[config.mk]
export PLATFORM = sky130hd
export DESIGN_NAME = chunked_add_accum
export DESIGN_NICKNAME = d
export VERILOG_FILES = /design/src/rtl/chunked_add_accum_pkg.sv /design/src/rtl/chunked_add_accum_chunk_adder.sv /design/src/rtl/chunked_add_accum.sv
export SDC_FILE = /design/constraint.sdc
export NUM_CORES = 1
export LEC_CHECK = 0
export BUFFER_PORTS_ARGS = -buffer_cell sky130_fd_sc_hd__buf_2
export CORE_MARGIN = 1
export CORE_UTILIZATION = 55
export DETAILED_ROUTE_END_ITERATION = 8
export HOLD_SLACK_MARGIN = 0.08
export PLACE_DENSITY = 0.82
export SLEW_MARGIN = 20
export SYNTH_ARGS = -nofsm -noshare
export SYNTH_HDL_FRONTEND = slang
export SYNTH_SLANG_ARGS = --single-unit
[constraint.sdc]
create_clock -name clk -period 5.9 [get_ports clk]
set_input_delay 0.59 -clock clk [delete_from_list [all_inputs] [get_ports clk]]
set_output_delay 0.59 -clock clk [all_outputs]
set_load 0.005 [all_outputs]
[src/rtl/chunked_add_accum_pkg.sv]
// Shared types for chunked_add_accum: operation modes, FSM states,
// flag bit positions and a flag-packing helper.
package chunked_add_accum_pkg;

  typedef enum logic [1:0] {
    MODE_ADD = 2'd0,
    MODE_SUB = 2'd1,
    MODE_ACC = 2'd2,
    MODE_CLR = 2'd3
  } mode_t;

  typedef enum logic [1:0] {
    ST_IDLE = 2'd0,
    ST_RUN  = 2'd1,
    ST_DONE = 2'd2
  } state_t;

  // flags = {carry, overflow, zero}
  localparam int FLAG_ZERO  = 0;
  localparam int FLAG_OVF   = 1;
  localparam int FLAG_CARRY = 2;

  function automatic logic [2:0] make_flags(
    input logic c,
    input logic v,
    input logic z
  );
    logic [2:0] f;
    f = '0;
    f[FLAG_CARRY] = c;
    f[FLAG_OVF]   = v;
    f[FLAG_ZERO]  = z;
    return f;
  endfunction

endpackage

[src/rtl/chunked_add_accum_chunk_adder.sv]
// chunk_adder: CHUNK-bit adder slice.
// Ports: a, b, cin -> sum, cout, msb_cin (carry into the top bit).
module chunk_adder #(
  parameter int CHUNK = 8
) (
  input  logic [CHUNK-1:0] a,
  input  logic [CHUNK-1:0] b,
  input  logic             cin,
  output logic [CHUNK-1:0] sum,
  output logic             cout,
  output logic             msb_cin
);

  logic [CHUNK:0] full;

  assign full = {1'b0, a} + {1'b0, b} + {{CHUNK{1'b0}}, cin};
  assign sum  = full[CHUNK-1:0];
  assign cout = full[CHUNK];
  // sum bit = a ^ b ^ carry-in, so the carry into the MSB falls out
  assign msb_cin = full[CHUNK-1] ^ a[CHUNK-1] ^ b[CHUNK-1];

endmodule

[src/rtl/chunked_add_accum.sv]
// chunked_add_accum: multi-cycle ADD/SUB/ACC/CLR unit, CHUNK bits/cycle.
// Ports: clk, rst, in_valid/in_ready, mode, a, b, out_valid/out_ready,
// result, flags {carry, ovf, zero}, acc (accumulator register).
module chunked_add_accum
  import chunked_add_accum_pkg::*;
#(
  parameter int WIDTH = 32,
  parameter int CHUNK = 8
) (
  input  logic             clk,
  input  logic             rst,
  input  logic             in_valid,
  output logic             in_ready,
  input  logic [1:0]       mode,
  input  logic [WIDTH-1:0] a,
  input  logic [WIDTH-1:0] b,
  output logic             out_valid,
  input  logic             out_ready,
  output logic [WIDTH-1:0] result,
  output logic [2:0]       flags,
  output logic [WIDTH-1:0] acc
);

  localparam int NCH = WIDTH / CHUNK;
  localparam int IW  = (NCH > 1) ? $clog2(NCH) : 1;

  if ((CHUNK < 1) || (WIDTH % CHUNK != 0)) begin : g_bad_param
    $error("chunked_add_accum: WIDTH must be a multiple of CHUNK");
  end

  state_t           state;
  mode_t            op_mode;
  logic [IW-1:0]    idx;
  logic             carry;
  logic [WIDTH-1:0] opa;
  logic [WIDTH-1:0] opb;

  logic [CHUNK-1:0] sum;
  logic             cout;
  logic             msb_cin;
  logic [WIDTH-1:0] res_n;
  logic             last;

  chunk_adder #(.CHUNK(CHUNK)) u_add (
    .a       (opa[int'(idx)*CHUNK +: CHUNK]),
    .b       (opb[int'(idx)*CHUNK +: CHUNK]),
    .cin     (carry),
    .sum     (sum),
    .cout    (cout),
    .msb_cin (msb_cin)
  );

  always_comb begin
    res_n = result;
    res_n[int'(idx)*CHUNK +: CHUNK] = sum;
  end

  assign last      = (idx == IW'(NCH - 1));
  assign in_ready  = (state == ST_IDLE);
  assign out_valid = (state == ST_DONE);

  always_ff @(posedge clk or posedge rst) begin
    if (rst) begin
      state   <= ST_IDLE;
      op_mode <= MODE_ADD;
      idx     <= '0;
      carry   <= 1'b0;
      opa     <= '0;
      opb     <= '0;
      result  <= '0;
      flags   <= '0;
      acc     <= '0;
    end else begin
      unique case (state)
        ST_IDLE: begin
          if (in_valid) begin
            op_mode <= mode_t'(mode);
            idx     <= '0;
            state   <= ST_RUN;
            unique case (mode_t'(mode))
              MODE_ADD: begin
                opa   <= a;
                opb   <= b;
                carry <= 1'b0;
              end
              MODE_SUB: begin
                // a - b = a + ~b + 1
                opa   <= a;
                opb   <= ~b;
                carry <= 1'b1;
              end
              MODE_ACC: begin
                opa   <= acc;
                opb   <= a;
                carry <= 1'b0;
              end
              MODE_CLR: begin
                result <= '0;
                flags  <= make_flags(1'b0, 1'b0, 1'b1);
                acc    <= '0;
                carry  <= 1'b0;
                state  <= ST_DONE;
              end
            endcase
          end
        end
        ST_RUN: begin
          result <= res_n;
          carry  <= cout;
          idx    <= idx + 1'b1;
          if (last) begin
            state <= ST_DONE;
            flags <= make_flags(cout, cout ^ msb_cin, res_n == '0);
            if (op_mode == MODE_ACC) acc <= res_n;
          end
        end
        ST_DONE: begin
          if (out_ready) state <= ST_IDLE;
        end
        default: state <= ST_IDLE;
      endcase
    end
  end

endmodule

; ---- Yosys cells after proc, flatten, opt, wreduce, memory -nomap -nowiden
; Cells that the tools add are included.
[op_classes]
addsub = 4
n_eq_ne = 12
shifts = 4
mux = 23
bitwise = 4
reduce_logical = 16
[ops]
columns = cell, n
row1 = $pmux 32 s2, 3
row2 = $mux 32, 4
row3 = $pmux 32 s3, 1
row4 = $shiftx 32x6->8, 2
row5 = $neg 5->33, 1
row6 = $shift 8x33->32 const A, 1
row7 = $shiftx 8x33->32, 1
row8 = $bwmux 32, 1
row9 = $logic_not 32->1, 1
row10 = $not 32->32, 1
row11 = $reduce_and 3->1, 4
row12 = $eq 2x2->1 const B, 5
row13 = $mux 2, 5
row14 = $add 8x8->9, 1
row15 = $add 9x1->9, 1
row16 = $mux 3, 3
row17 = $ne 2x2->1 const B, 3
row18 = $pmux 2 s3, 1
row19 = $pmux 3 s2, 1
row20 = $reduce_and 5->1, 1
row21 = $eq 2x1->1 const B, 2
row22 = $logic_not 2->1, 2
row23 = $ne 2x1->1 const B, 2
row24 = $pmux 1 s2, 2
row25 = other kinds (10), 14
[totals]
register_bits = 138
inputBits = 70
output_inout_bits = 69
word_cells = 72

; ---- Depth between registers and ports, before layout
; Gate-level depths: netlist (run 1).
[logic_depth]
ltp_word = 8
depth_mapped = 10
mapped_depth_nobuf = 9

; ---- Cells and area by module
; A second synthesis (run 1) with hierarchy kept.
[hier_totals]
cells_unflattened = 788
hier_area_um2 = 7618.6
[modules_own_cells]
columns = mod, instances, cells_each, area_each_um2, seq_area_each_um2
row1 = chunked_add_accum, 1, 744, 7241.9, 3453.3
row2 = chunk_adder, 1, 44, 376.6, 0.0

; ---- Worst setup path after synthesis (run 1)
; No wires, ideal clock.
[synth_timing]
path_kind = register -> register
startpoint = reg idx[0]
endpoint = reg flags[1]
setup_ns = 0.080
arrival_time_ns = 3.466
required_time_ns = 5.820
setup_slack_ns = 2.353
path_stages_with_launch = 11
n_path_buf = 1
period_less_slack_ns = 3.547
path_cell_list = dfrtp_1 buf_2 mux4_2 fa_1 fa_1 a21o_1 a21oi_2 o21ai_0 o41ai_2 xnor3_1 o22ai_2
[synth_between]
elab_chain_len = 8
elab_cells_between_ends = 12
classes_between = add/sub (2) / eq/ne (2) / shift (2) / mux (2) / bitwise (3) / reduce/logical (1)
[synth_rtl]
columns = item, line
row1 = "start, declared", chunked_add_accum.sv:33  ; logic [IW-1:0] idx;
row2 = "start signal, assigned", chunked_add_accum.sv:110  ; idx <= idx + 1'b1;
row3 = "$shiftx 32x6->8, on equally long branches", "chunked_add_accum.sv:45, chunked_add_accum.sv:46"
row4 = $add 8x8->9, chunked_add_accum_chunk_adder.sv:16  ; assign full = {1'b0, a} + {1'b0, b} + {{CHUNK{1'b0}}, cin};
row5 = $add 9x1->9, chunked_add_accum_chunk_adder.sv:16
row6 = $xor 1x1->1 (2 in series), chunked_add_accum_chunk_adder.sv:20  ; assign msb_cin = full[CHUNK-1] ^ a[CHUNK-1] ^ b[CHUNK-1];
row7 = $xor 1x1->1, chunked_add_accum.sv:113  ; flags <= make_flags(cout, cout ^ msb_cin, res_n == '0);
row8 = $mux 3, chunked_add_accum.sv:111  ; if (last) begin
row9 = $pmux 3 s2, chunked_add_accum.sv:74  ; unique case (state)
row10 = "end signal, assigned", chunked_add_accum.sv:99  ; flags <= make_flags(1'b0, 1'b0, 1'b1);
row11 = "end signal, assigned", chunked_add_accum.sv:113
row12 = "end, declared", chunked_add_accum.sv:20  ; output logic [2:0] flags,
; Several ways; a longest one is shown, not always the timed one. The select of a mux whose other input is x is not followed.
; A chain may end at the register's enable or synchronous reset.

; ---- Final worst setup path (run 1)
[layout_timing]
startpoint = reg idx[1]
endpoint = reg acc[14]
[layout_between]
elab_chain_len = 8
elab_cells_between_ends = 14
classes_between = add/sub (3) / eq/ne (2) / shift (4) / mux (4) / reduce/logical (1)
[layout_rtl]
columns = item, line
row1 = "$shiftx 32x6->8, on equally long branches", "chunked_add_accum.sv:45, chunked_add_accum.sv:46"
row2 = $add 8x8->9, chunked_add_accum_chunk_adder.sv:16
row3 = $add 9x1->9, chunked_add_accum_chunk_adder.sv:16
row4 = $shiftx 8x33->32, chunked_add_accum.sv:55  ; res_n[int'(idx)*CHUNK +: CHUNK] = sum;
row5 = $bwmux 32, chunked_add_accum.sv:55
row6 = $mux 32, chunked_add_accum.sv:114  ; if (op_mode == MODE_ACC) acc <= res_n;
row7 = $mux 32, chunked_add_accum.sv:111
row8 = $pmux 32 s2, chunked_add_accum.sv:74
row9 = "end signal, assigned", chunked_add_accum.sv:114
row10 = "end, declared", chunked_add_accum.sv:21  ; output logic [WIDTH-1:0] acc
; Several ways; a longest one is shown, not always the timed one. The select of a mux whose other input is x is not followed.

==> impl_summary.log, run 1 <==
INFO  metric root_buffer = sky130_fd_sc_hd__clkbuf_16
INFO  metric route.antenna.remaining_nets = 0
INFO  metric switching_share = 42.16%
INFO  metric least_margin_pin_slew = 1.049 ns
INFO  metric tritoncts = yes
INFO  metric cp-end-kind = flop
INFO  metric cts_made_buffers = 17
INFO  metric synth_seq_area_share = 45.89%
INFO  metric totalWireLength = 21430 microns
INFO  metric power.share.sequential = 31.2%
INFO  metric net_count_after_synthesis = 910
INFO  metric setup.worst_path.class = flop to flop
INFO  metric timing.clock.skew = 0.004689 ns
INFO  metric reg2reg_from = idx[1]
INFO  metric maxSlewHeadroom = 30.06%
INFO  metric hold_class = primary input to async pin
INFO  metric run_status = complete, no violations
INFO  metric grt_setup_unrepaired = no
INFO  metric intPower = 3028 uW
INFO  metric place_hpwl = 14950 microns
INFO  metric grt.total_usage = 32.16%
INFO  metric synthSimpleGateAreaFrac = 16.51%
INFO  metric layout-drive-gt1-share = 22.35%
INFO  metric initial_util = 56.60%
INFO  metric synth_top_area_share = 45.89%
INFO  metric report.final.slew_viol_count = 0
INFO  metric share_of_power_burned_in_combinational_logic = 46.6%
INFO  metric synth_area_in_compound_gates = 19.30%
INFO  metric via_count = 6709
INFO  metric tritoncts_num_sinks = 138
INFO  metric pwr-share-clk = 22.1%
INFO  metric fillers = 1050
INFO  metric final_design_area_no_fill = 8954 sq um
INFO  metric p_leak = 0.004246 uW
INFO  metric timing.final.crit_period = 3.838 ns
INFO  metric worstPathMaxFanout = 21
INFO  metric ir_worst_vdd = 0.3243 mV
INFO  metric synth_top_cells_by_area = sky130_fd_sc_hd__dfrtp_1, sky130_fd_sc_hd__nand2_1, sky130_fd_sc_hd__o21ai_0, sky130_fd_sc_hd__a21oi_1, sky130_fd_sc_hd__mux4_2
INFO  metric yosysWarnings = 0
INFO  metric ys_ff_latch = 138
INFO  metric worst_r2r_path_depth = 9
INFO  metric design.die.area = 14150 sq um
INFO  metric finalHoldViolCount = 0
INFO  metric cts_max_level = 4
INFO  metric cp_data_required_time = 6.22 ns
INFO  metric placement.cell_area = 8280 sq um
INFO  metric gp_routability_congestion = 0.9154
INFO  metric syn_to_final_growth = 18.99%
INFO  metric fp.coreArea = 13300 sq um
INFO  metric startpoint_type = flop
INFO  metric crit_start = idx[1]
INFO  metric clock_path_buffers = 2
INFO  metric timing.max_cap.violations = 0
INFO  metric post_synth_instance_area = 7525 sq um
INFO  metric cellPowerDensity = 584.8 nW/um^2
INFO  metric die_w = 119.0 microns
INFO  metric post_synth_num_cell_types = 51
INFO  metric antenna_cells_inserted = 0
INFO  metric rows = 42
INFO  metric cts.clk_slew.worst_paths = 0.06 ns
INFO  metric xor_xnor_share_of_the_synthesized_area = 1.230%
INFO  metric cts-resized-gates = 0
INFO  metric layout_commonest_cell = sky130_fd_sc_hd__nand2_1
INFO  metric num_io_pins = 139
INFO  metric drcViolationCount = 0
INFO  metric dr.first_iter.drc_count = 698
INFO  metric yosys-mux-area-fraction = 9.794%
INFO  metric io_buffer_count = 138
INFO  metric power.net_switching = 2207 uW
INFO  metric die-height = 119.0 microns
INFO  metric layout_common_cells = sky130_fd_sc_hd__nand2_1, sky130_fd_sc_hd__dfrtp_1, sky130_fd_sc_hd__buf_2, sky130_fd_sc_hd__o21ai_0, sky130_fd_sc_hd__a21oi_1
INFO  metric avgViaCountPerCell = 5.990
INFO  metric nNetsFinal = 1020
INFO  metric cts_hold_repair.buffers = 0
INFO  metric fmax = 0.2606 GHz
INFO  metric combinational_family_with_the_most_area_after_synthesis = compound AO/OA/AOI/OAI gates
INFO  metric grt_pass1_vias = 6485
INFO  metric grt_first_pass_wirelength = 34660 microns
INFO  metric antenna_found_initial = 0
INFO  metric grt_start_max_net_pins = 130
INFO  metric setup_viol_count_final = 0
INFO  metric synth_top_area_cell = sky130_fd_sc_hd__dfrtp_1
INFO  metric globalRoute.totalOverflow = 0
INFO  metric clock_insertion_delay_worst_skew = 0.44 ns
INFO  metric drtPass1Iterations = 5
INFO  metric routed_wire_length_per_instance = 19.14 microns
INFO  metric fin_setup_tns = 0 ns
INFO  metric synth_adder_area_share = 3.359%
INFO  metric post_synth_inst_count = 821
INFO  metric min_period_over_period = 65.04%
INFO  metric synth_area_per_cell = 9.165 sq um
INFO  metric data_arrival_at_the_endpoint_of_the_critical_path = 4.16 ns
INFO  metric post_cts.repair.setup_buffers = 0
## power groups by stage
stage	clock, uW	sequential, uW	combinational, uW
6_report	1160	1630	2440
5_1_grt	1200	1670	2680
4_1_cts	1160	1620	2400
3_5_place_dp	0	1630	2390
3_3_place_gp	0	1630	2330
2_1_floorplan	0	1490	1740
## kinds of logic (layout without fill, tap and decap cells)
| group | count (synthesis) | after routing |
|---|---|---|
| AO/OA/AOI/OAI | 253 | 253 |
| adder cells (fa/ha/maj) | 19 | 19 |
| flip-flops | 138 | 138 |
| buffers and inverters | 75 | 198 |
| XOR/XNOR | 9 | 9 |
| AND/OR/NAND/NOR | 274 | 274 |
| multiplexers | 53 | 53 |
## synthesized netlist by cell type (all sizes together)
cell	instances
a22o	15
a311oi	1
nor2b	18
nor4	8
or2	2
nand2	171
o22ai	14
xor2	4
xnor3	1
ha	17
clkinv	1
nand4	2
o21bai	1
inv	20
mux2	5
and2	1
nor2	21
o41ai	1
clkdlybuf4s15	1
clkbuf	44
o41a	1
o21ai	103
nand3b	1
and3	2
mux2i	32
or3	1
nand2b	36
a21o	6
or4	1
fa	2
a21oi	90
a31oi	2
o31ai	15
nand3	6
xnor2	4
mux4	16
buf	9
nor3	4
o2bb2ai	1
a211oi	1
a22oi	2
dfrtp	138
## worst max-delay path, stage by stage (launching register included)
cell,delay (ns)
sky130_fd_sc_hd__dfrtp_1,0.88
sky130_fd_sc_hd__mux4_2,0.43
sky130_fd_sc_hd__fa_1,0.48
sky130_fd_sc_hd__fa_1,0.47
sky130_fd_sc_hd__a21o_1,0.22
sky130_fd_sc_hd__a21oi_2,0.20
sky130_fd_sc_hd__o21ai_0,0.18
sky130_fd_sc_hd__xnor2_1,0.45
sky130_fd_sc_hd__o22ai_1,0.19
sky130_fd_sc_hd__a22o_1,0.23
## metrics by stage
stage,cells,setup WS [ns],total power [uW],util [%],hold WS (ns)
after floorplan,821,1.614,3234,-,0.4446
after global placement,1087,2.191,3952,62.26,0.4550
after detailed placement,1087,2.100,4018,62.28,0.4657
after CTS,1119,2.066,5184,67.14,0.3533
after global routing,1120,1.861,5554,67.34,0.4038
final,1120,2.062,5236,67.34,0.3117
## final timing paths
check / slack (ns) / end
setup / recovery: 2.06 / acc[14]
hold / removal: 0.31 / opb[25]
setup reg to reg: 2.06 / acc[14]
hold reg to reg: 0.47 / opa[22]
max in group asynchronous: 4.17 / state[1]
min in group clk: 0.45 / op_mode[1]
## registers in the layout, indices dropped and copies added, names as in the netlist
signal and cells:
carry 1, op_mode 2, idx 2, opb 32
result 32, flags 3, acc 32, opa 32
state 2
## area by class of cell
| cell class | count | area [sq um] | area share, % |
|---|---|---|---|
| clock buffer | 27 | 543.0 | 6.065 |
| clock inverter | 5 | 102.6 | 1.146 |
| inverter | 21 | 81.33 | 0.9083 |
| multi-input combinational | 608 | 3790 | 42.33 |
| sequential | 138 | 3453 | 38.57 |
| tap | 176 | 220.2 | 2.459 |
| timing repair buffer | 145 | 763.2 | 8.524 |
## layer usage
layer	part of all wire (%)	vias to the layer above	track usage [%]
met1	40	3212	42.39
li1	-	3098	-
met5	0	-	0
met2	48	340	50.95
met3	7.8	59	5.364
met4	4.4	0	17.56
(Power assumes the default switching activity.)
==> inputs of run 2 (changes only) <==
- ABC_AREA: not set -> 1
- clock period: 5.9 -> 3.7 ns (I/O delays scaled with it)
==> run 2 against run 1 <==
- utilization barely moved
- sequential share of layout area fell by 0.46 points
- sequential power rose by 60%
- via count rose by 11%
- global-route usage rose by 1.7 points
- worst hold slack got worse by 0.20 ns
- critical path type unchanged
- highest routed layer unchanged
==> impl_summary.log, run 2 <==
INFO  metric grt_pass1_vias = 7101 (was 6485)
INFO  metric fp.coreArea = 13450 sq um (was 13300 sq um)
INFO  metric maxSlewHeadroom = 34.90% (was 30.06%)
INFO  metric cellPowerDensity = 971.2 nW/um^2 (was 584.8 nW/um^2)
INFO  metric cts_hold_repair.buffers = 0 (unchanged)
INFO  metric grt.total_usage = 33.89% (was 32.16%)
INFO  metric layout_commonest_cell = sky130_fd_sc_hd__nand2_1 (unchanged)
INFO  metric timing.clock.skew = 0.006608 ns (was 0.004689 ns)
INFO  metric fmax = 0.3094 GHz (was 0.2606 GHz)
INFO  metric post_synth_num_cell_types = 34 (was 51)
INFO  metric setup_viol_count_final = 0 (unchanged)
INFO  metric clock_path_buffers = 2 (unchanged)
INFO  metric net_count_after_synthesis = 1079 (was 910)
INFO  metric report.final.slew_viol_count = 0 (unchanged)
INFO  metric yosys.cell_count.top_type = sky130_fd_sc_hd__nand2_1 (unchanged)
INFO  metric finalHoldViolCount = 0 (unchanged)
INFO  metric nNetsFinal = 1193 (was 1020)
INFO  metric antenna_cells_inserted = 0 (unchanged)
INFO  metric routed_wire_length_per_instance = 18.08 microns (was 19.14 microns)
INFO  metric antenna_found_initial = 0 (unchanged)
INFO  metric layout_common_cells = sky130_fd_sc_hd__nand2_1, sky130_fd_sc_hd__dfrtp_1, sky130_fd_sc_hd__buf_2, sky130_fd_sc_hd__o21ai_0, sky130_fd_sc_hd__nor2_1 (was sky130_fd_sc_hd__nand2_1, sky130_fd_sc_hd__dfrtp_1, sky130_fd_sc_hd__buf_2, sky130_fd_sc_hd__o21ai_0, sky130_fd_sc_hd__a21oi_1)
INFO  metric grt_first_pass_wirelength = 36980 microns (was 34660 microns)
INFO  metric hold_class = primary input to flop (was primary input to async pin)
INFO  metric ys_ff_latch = 138 (unchanged)
INFO  metric dr.first_iter.drc_count = 879 (was 698)
INFO  metric place_hpwl = 16520 microns (was 14950 microns)
INFO  metric total_power = 8800 uW (was 5236 uW)
INFO  metric post_synth_inst_count = 990 (was 821)
INFO  metric min_period_over_period = 87.34% (was 65.04%)
INFO  metric fin_setup_tns = 0 ns (unchanged)
INFO  metric cp-end-kind = flop (unchanged)
INFO  metric layout-drive-gt1-share = 20.23% (was 22.35%)
INFO  metric clock_insertion_delay_worst_skew = 0.43 ns (was 0.44 ns)
INFO  metric cts.clk_slew.worst_paths = 0.06 ns (about the same)
INFO  metric drcViolationCount = 0 (unchanged)
INFO  metric root_buffer = sky130_fd_sc_hd__clkbuf_16 (unchanged)
INFO  metric cts_max_level = 4 (unchanged)
INFO  metric synth_top_area_share = 44.97% (was 45.89%)
INFO  metric post_cts.repair.setup_buffers = 0 (unchanged)
INFO  metric yosysWarnings = 0 (unchanged)
INFO  metric totalWireLength = 23380 microns (was 21430 microns)
INFO  metric worstPathMaxFanout = 17 (was 21)
INFO  metric avgViaCountPerCell = 5.781 (was 5.990)
INFO  metric timing.hold.ws = 0.1102 ns (was 0.3117 ns)
INFO  metric initial_util = 57.08% (was 56.60%)
INFO  metric drtPass1Iterations = 5 (unchanged)
INFO  metric timing.final.crit_period = 3.232 ns (was 3.838 ns)
INFO  metric synth_top_cells_by_area = sky130_fd_sc_hd__dfrtp_1, sky130_fd_sc_hd__nand2_1, sky130_fd_sc_hd__o21ai_0, sky130_fd_sc_hd__nor2_1, sky130_fd_sc_hd__mux2i_1 (was sky130_fd_sc_hd__dfrtp_1, sky130_fd_sc_hd__nand2_1, sky130_fd_sc_hd__o21ai_0, sky130_fd_sc_hd__a21oi_1, sky130_fd_sc_hd__mux4_2)
INFO  metric design.die.area = 14440 sq um (was 14150 sq um)
INFO  metric p_leak = 0.004589 uW (was 0.004246 uW)
INFO  metric tritoncts_num_sinks = 138 (unchanged)
INFO  metric synth_seq_area_share = 44.97% (was 45.89%)
INFO  metric synth_top_cells_by_count = sky130_fd_sc_hd__nand2_1, sky130_fd_sc_hd__dfrtp_1, sky130_fd_sc_hd__o21ai_0, sky130_fd_sc_hd__nor2_1, sky130_fd_sc_hd__inv_1 (was sky130_fd_sc_hd__nand2_1, sky130_fd_sc_hd__dfrtp_1, sky130_fd_sc_hd__o21ai_0, sky130_fd_sc_hd__a21oi_1, sky130_fd_sc_hd__clkbuf_1)
INFO  metric data_arrival_at_the_endpoint_of_the_critical_path = 3.59 ns (was 4.16 ns)
INFO  metric least_margin_pin_slew = 0.9765 ns (was 1.049 ns)
INFO  metric die-height = 120.2 microns (was 119.0 microns)
INFO  metric timing.max_cap.violations = 0 (unchanged)
INFO  metric ir_worst_vdd = 0.5436 mV (was 0.3243 mV)
INFO  metric route.antenna.remaining_nets = 0 (unchanged)
INFO  metric ys_dominant_reg_cell = sky130_fd_sc_hd__dfrtp_1 (unchanged)
INFO  metric grt_setup_unrepaired = no (unchanged)
INFO  metric globalRoute.totalOverflow = 0 (unchanged)
INFO  metric tritoncts = yes (unchanged)
INFO  metric syn_to_final_growth = 18.01% (was 18.99%)
INFO  metric startpoint_type = flop (unchanged)
INFO  metric gp_routability_congestion = 0.9191 (was 0.9154)
INFO  metric post_synth_instance_area = 7679 sq um (was 7525 sq um)
INFO  metric cts-resized-gates = 0 (unchanged)
INFO  metric io_buffer_count = 138 (unchanged)
INFO  metric setup.worst_path.class = flop to flop (unchanged)
INFO  metric via_count = 7475 (was 6709)
INFO  metric cts_made_buffers = 17 (unchanged)
INFO  metric grt_util_met1 = 46.50% (was 42.39%)
INFO  metric met3_usage = 6.321% (was 5.364%)
INFO  metric synth_area_per_cell = 7.756 sq um (was 9.165 sq um)
INFO  metric grt_start_max_net_pins = 139 (was 130)
INFO  metric met2_usage = 53.09% (was 50.95%)
INFO  metric ys_async_sr_fraction = 100.0% (unchanged)
INFO  metric edff_count_synth = 0 (unchanged)
INFO  metric cp_data_required_time = 4.05 ns (was 6.22 ns)
INFO  metric synth_top_area_cell = sky130_fd_sc_hd__dfrtp_1 (unchanged)
INFO  metric finish.utilization = 67.35% (was 67.34%)
INFO  metric rows = 42 (unchanged)
INFO  metric run_status = complete, no violations (unchanged)
INFO  metric grt_busiest_layer = met2 (unchanged)
INFO  metric num_io_pins = 139 (unchanged)
INFO  metric die_w = 120.2 microns (was 119.0 microns)
## run 2: cell count changes in the layout (fill, tap and decap cells not counted), sizes merged, moves of 15 or more
cell and change:
inv +44, nand3 +19, a21oi -82, nor2b -18
nand2b -36, mux4 -16, nor2 +90, o21ai +65
nand2 +122, a31oi +30, a22o -15
## run 2: final timing paths
check | start | to | slack [ns] | depth (start not counted)
max | idx[0] | flags[0] | 0.47 | 18
min | out_ready | state[1] | 0.11 | 2
max reg2reg | idx[0] | flags[0] | 0.47 | 18
min reg2reg | opb[20] | opb[20] | 0.50 | 2
max in group asynchronous | rst | result[23] | 2.96 | 3
min in group asynchronous | rst | acc[17] | 0.14 | 3
## run 2: layout make-up
| class | count | area (sq um) |
|---|---|---|
| multi-input cells | 731 | 3712 |
| inverters | 67 | 256.5 |
| well taps | 176 | 220.2 |
| clock buffers | 19 | 432.9 |
| flip-flops and latches | 138 | 3453 |
| fillers | 1179 | 4392 |
| repair buffers | 149 | 785.8 |
| clock inverters | 13 | 200.2 |
## run 2: layer usage
layer  routed length (microns)  up-vias
li1                          -     3505
met1                      9912     3558
met2                     10950      353
met3                      1800       59
met4                       724        0
met5                         0        -
## run 2: critical path, cell delays in order (launching register included)
cell,delay (ns)
sky130_fd_sc_hd__dfrtp_1,0.34
sky130_fd_sc_hd__clkinv_1,0.34
sky130_fd_sc_hd__o21ai_0,0.28
sky130_fd_sc_hd__o22ai_1,0.12
sky130_fd_sc_hd__fa_1,0.46
sky130_fd_sc_hd__fa_1,0.54
sky130_fd_sc_hd__nand3_1,0.16
sky130_fd_sc_hd__nor2_1,0.06
sky130_fd_sc_hd__nor2_1,0.10
sky130_fd_sc_hd__nand2_1,0.05
sky130_fd_sc_hd__nor2_1,0.08
sky130_fd_sc_hd__nand2_1,0.05
sky130_fd_sc_hd__nor2_1,0.08
sky130_fd_sc_hd__nand2_1,0.06
sky130_fd_sc_hd__nor2_1,0.09
sky130_fd_sc_hd__nand2_1,0.05
sky130_fd_sc_hd__nor2_1,0.08
sky130_fd_sc_hd__nand3_1,0.08
sky130_fd_sc_hd__a21oi_1,0.12
## run 2: kinds of logic after synthesis
group	share of synthesized area, %
fa+ha+maj	3.291
mux	4.171
buf+inv	6.713
xor+xnor	0.3422
simple gates	23.48
flops	44.97
compound gates	17.03
## run 2: per-stage QoR
step / cells / area [sq um] / setup WS (ns)
floorplan: 990 / 7682 / 0.5661
global placement: 1261 / 8427 / 0.6094
detailed placement: 1261 / 8427 / 0.5142
CTS: 1293 / 9060 / 0.4967
global route: 1293 / 9061 / 0.1168
finish: 1293 / 9061 / 0.4683
## run 2: power by group
part | switching, uW | total, uW | internal (uW) | leakage (uW)
registers | 496 | 2600 | 2100 | 0.00178
logic | 2870 | 4370 | 1490 | 0.00250
clock network | 644 | 1830 | 1190 | 0.000310
total | 4010 | 8800 | 4790 | 0.00459
==> inputs of run 3 (changes only) <==
- CORE_UTILIZATION: 55 -> 51
- PLACE_DENSITY: 0.82 -> 0.8
- clock period: 3.7 -> 2.95 ns (I/O delays scaled with it)
==> run 3 against run 2 <==
- utilization is 3.2 points lower
- wire length is 0.35% higher
- largest power group unchanged
- sequential share of layout area is 1.2 points lower
- final area is 3.3% higher
- clock power is 21% higher
- die area is 7.7% higher
- sequential power is 27% higher
- critical endpoint unchanged
- first-iteration DRC count is 13% lower
- via count is 0.60% higher
- count of clock-buffer cells in the layout stayed put
==> impl_summary.log, run 3 (synthesis results as in run 2) <==
INFO  metric run_status = complete, no violations (unchanged)
INFO  metric clock_path_buffers = 2 (unchanged)
INFO  metric worstPathMaxFanout = 8 (was 17)
INFO  metric worst_path_cell_chain = clkinvlp_4 > o21ai_2 > o22ai_2 > fa_2 > fa_2 > inv_1 > nand2_1 > and2_1 > nand2_1 > o21ai_1 > nor2_1 > nand3_1 > nor2_2 > nand3_2 > nor2_4 > nand3_2 > a21oi_2 (was clkinv_1 > o21ai_0 > o22ai_1 > fa_1 > fa_1 > nand3_1 > nor2_1 > nor2_1 > nand2_1 > nor2_1 > nand2_1 > nor2_1 > nand2_1 > nor2_1 > nand2_1 > nor2_1 > nand3_1 > a21oi_1)
INFO  metric tritoncts = yes (unchanged)
INFO  metric globalRoute.totalOverflow = 0 (unchanged)
INFO  metric fillers = 1277 (was 1179)
INFO  metric grt_start_max_net_pins = 139 (unchanged)
INFO  metric grt_util_met1 = 42.25% (was 46.50%)
INFO  metric fp.coreArea = 14590 sq um (was 13450 sq um)
INFO  metric layout_common_cells = sky130_fd_sc_hd__nand2_1, sky130_fd_sc_hd__buf_2, sky130_fd_sc_hd__dfrtp_1, sky130_fd_sc_hd__o21ai_0, sky130_fd_sc_hd__nor2_1 (was sky130_fd_sc_hd__nand2_1, sky130_fd_sc_hd__dfrtp_1, sky130_fd_sc_hd__buf_2, sky130_fd_sc_hd__o21ai_0, sky130_fd_sc_hd__nor2_1)
INFO  metric timing.final.crit_period = 2.866 ns (was 3.232 ns)
INFO  metric layout-drive-gt1-share = 23.66% (was 20.23%)
INFO  metric cp_data_required_time = 3.31 ns (was 4.05 ns)
INFO  metric die-height = 124.7 microns (was 120.2 microns)
INFO  metric met2_usage = 49.92% (was 53.09%)
INFO  metric clock_insertion_delay_worst_skew = 0.43 ns (about the same)
INFO  metric antenna_found_initial = 0 (unchanged)
INFO  metric worst_r2r_path_depth = 17 (was 18)
INFO  metric design.die.area = 15550 sq um (was 14440 sq um)
INFO  metric place_hpwl = 17180 microns (was 16520 microns)
INFO  metric drcViolationCount = 0 (unchanged)
INFO  metric finalHoldViolCount = 0 (unchanged)
INFO  metric grt_setup_unrepaired = yes (was no)
INFO  metric syn_to_final_growth = 21.90% (was 18.01%)
INFO  metric p_leak = 0.004719 uW (was 0.004589 uW)
INFO  metric totalWireLength = 23460 microns (was 23380 microns)
INFO  metric hold_class = primary input to async pin (was primary input to flop)
INFO  metric cts_made_buffers = 17 (unchanged)
INFO  metric met3_usage = 6.572% (was 6.321%)
INFO  metric routed_wire_length_per_instance = 17.71 microns (was 18.08 microns)
INFO  metric root_buffer = sky130_fd_sc_hd__clkbuf_16 (unchanged)
INFO  metric layout_commonest_cell = sky130_fd_sc_hd__nand2_1 (unchanged)
INFO  metric initial_util = 52.63% (was 57.08%)
INFO  metric critical_path.max_stage_delay = 0.42 ns (was 0.54 ns)
INFO  metric dr.first_iter.drc_count = 765 (was 879)
INFO  metric timing.critical_path.slowest_stage_cell = sky130_fd_sc_hd__dfrtp_2 (was sky130_fd_sc_hd__fa_1)
INFO  metric setup_viol_count_final = 0 (unchanged)
INFO  metric critical-path-top-delay-family = simple AND/OR/NAND/NOR gates (was adder cells)
INFO  metric total_power = 11550 uW (was 8800 uW)
INFO  metric startpoint_type = flop (unchanged)
INFO  metric maxSlewHeadroom = 39.87% (was 34.90%)
INFO  metric timing.max_cap.violations = 0 (unchanged)
INFO  metric cts_max_level = 4 (unchanged)
INFO  metric fmax = 0.3489 GHz (was 0.3094 GHz)
INFO  metric cp-end-kind = flop (unchanged)
INFO  metric rows = 44 (was 42)
INFO  metric cellPowerDensity = 1234 nW/um^2 (was 971.2 nW/um^2)
INFO  metric die_w = 124.7 microns (was 120.2 microns)
INFO  metric ir_worst_vdd = 0.7885 mV (was 0.5436 mV)
INFO  metric antenna_cells_inserted = 0 (unchanged)
INFO  metric grt_pass1_vias = 7126 (was 7101)
INFO  metric grt.total_usage = 31.21% (was 33.89%)
INFO  metric reg2reg_from = idx[1] (was idx[0])
INFO  metric r2r-end = flags[0] (unchanged)
INFO  metric grt_first_pass_wirelength = 37560 microns (was 36980 microns)
INFO  metric nNetsFinal = 1218 (was 1193)
INFO  metric gp_routability_congestion = 1.008 (was 0.9191)
INFO  metric tritoncts_num_sinks = 138 (unchanged)
INFO  metric data_arrival_at_the_endpoint_of_the_critical_path = 3.22 ns (was 3.59 ns)
INFO  metric finish.utilization = 64.16% (was 67.35%)
INFO  metric avgViaCountPerCell = 5.675 (was 5.781)
INFO  metric setup.worst_path.class = flop to flop (unchanged)
INFO  metric least_margin_pin_slew = 0.9010 ns (was 0.9765 ns)
INFO  metric timing.hold.ws = 0.05209 ns (was 0.1102 ns)
INFO  metric route.antenna.remaining_nets = 0 (unchanged)
INFO  metric num_io_pins = 139 (unchanged)
INFO  metric via_count = 7520 (was 7475)
INFO  metric cts.clk_slew.worst_paths = 0.06 ns (about the same)
INFO  metric min_period_over_period = 97.15% (was 87.34%)
INFO  metric grt_busiest_layer = met2 (unchanged)
INFO  metric timing.reg2reg.setup_slack = 0.08 ns (was 0.47 ns)
INFO  metric io_buffer_count = 138 (unchanged)
INFO  metric drtPass1Iterations = 5 (unchanged)
INFO  metric timing.clock.skew = 0.007919 ns (was 0.006608 ns)
INFO  metric path_buf_inv = 2 (was 1)
INFO  metric report.final.slew_viol_count = 0 (unchanged)
INFO  metric cp.depth = 17 (was 18)
run 3: area by class of cell:
cell class	instances	area [sq um]	area share (%)
timing repair buffer	174	1008	10.77
clock inverter	12	175.2	1.871
multi-input combinational	731	3796	40.56
inverter	67	261.5	2.794
clock buffer	19	432.9	4.625
sequential	138	3456	36.92
tap	184	230.2	2.460
run 3: per-stage QoR:
| stage | TNS [ns] | area (sq um) | setup slack [ns] | cells |
|---|---|---|---|---|
| 2_1_floorplan | -0.02542 | 7725 | -0.02542 | 990 |
| 3_3_place_gp | -0.02383 | 8651 | -0.02383 | 1292 |
| 3_5_place_dp | -0.5701 | 8651 | -0.1692 | 1292 |
| 4_1_cts | 0 | 9273 | 0.01499 | 1324 |
| 5_1_grt | -0.1446 | 9360 | -0.1392 | 1325 |
| 6_report | 0 | 9360 | 0.08417 | 1325 |
run 3: worst max path at each step:
stage | startpoint | to
after global placement | idx[0] | flags[0]
after global routing | idx[0] | flags[0]
after CTS | idx[1] | flags[0]
after detailed placement | idx[0] | flags[0]
after floorplan | idx[0] | flags[0]
final | idx[1] | flags[0]
run 3: repair_timing:
action | CTS | global route
endpoints found under the hold margin | 1 | 0
hold buffers | 1 | 0
gates resized for setup | 4 | 22
setup endpoints to repair | 10 | 15
pin swaps | 0 | 4
buffers inserted | 0 | 1
run 3: tightest hold or removal path, stage by stage:
cell                         delay [ns]
sky130_fd_sc_hd__buf_2             0.11
sky130_fd_sc_hd__clkinvlp_4        0.07
sky130_fd_sc_hd__buf_12            0.51
run 3: power by group:
part,total [uW],leakage (uW),internal (uW),switching [uW]
Combinational,6030,0.00265,2230,3800
Sequential,3300,0.00178,2640,660
Clock,2220,0.000289,1400,819
run 3: routing by layer:
metal  wire length [microns]  vias to the layer above
met1                    9932                     3561
met5                       0                        -
li1                        -                     3557
met3                    1751                       45
met2                   11210                      357
met4                     570                        0
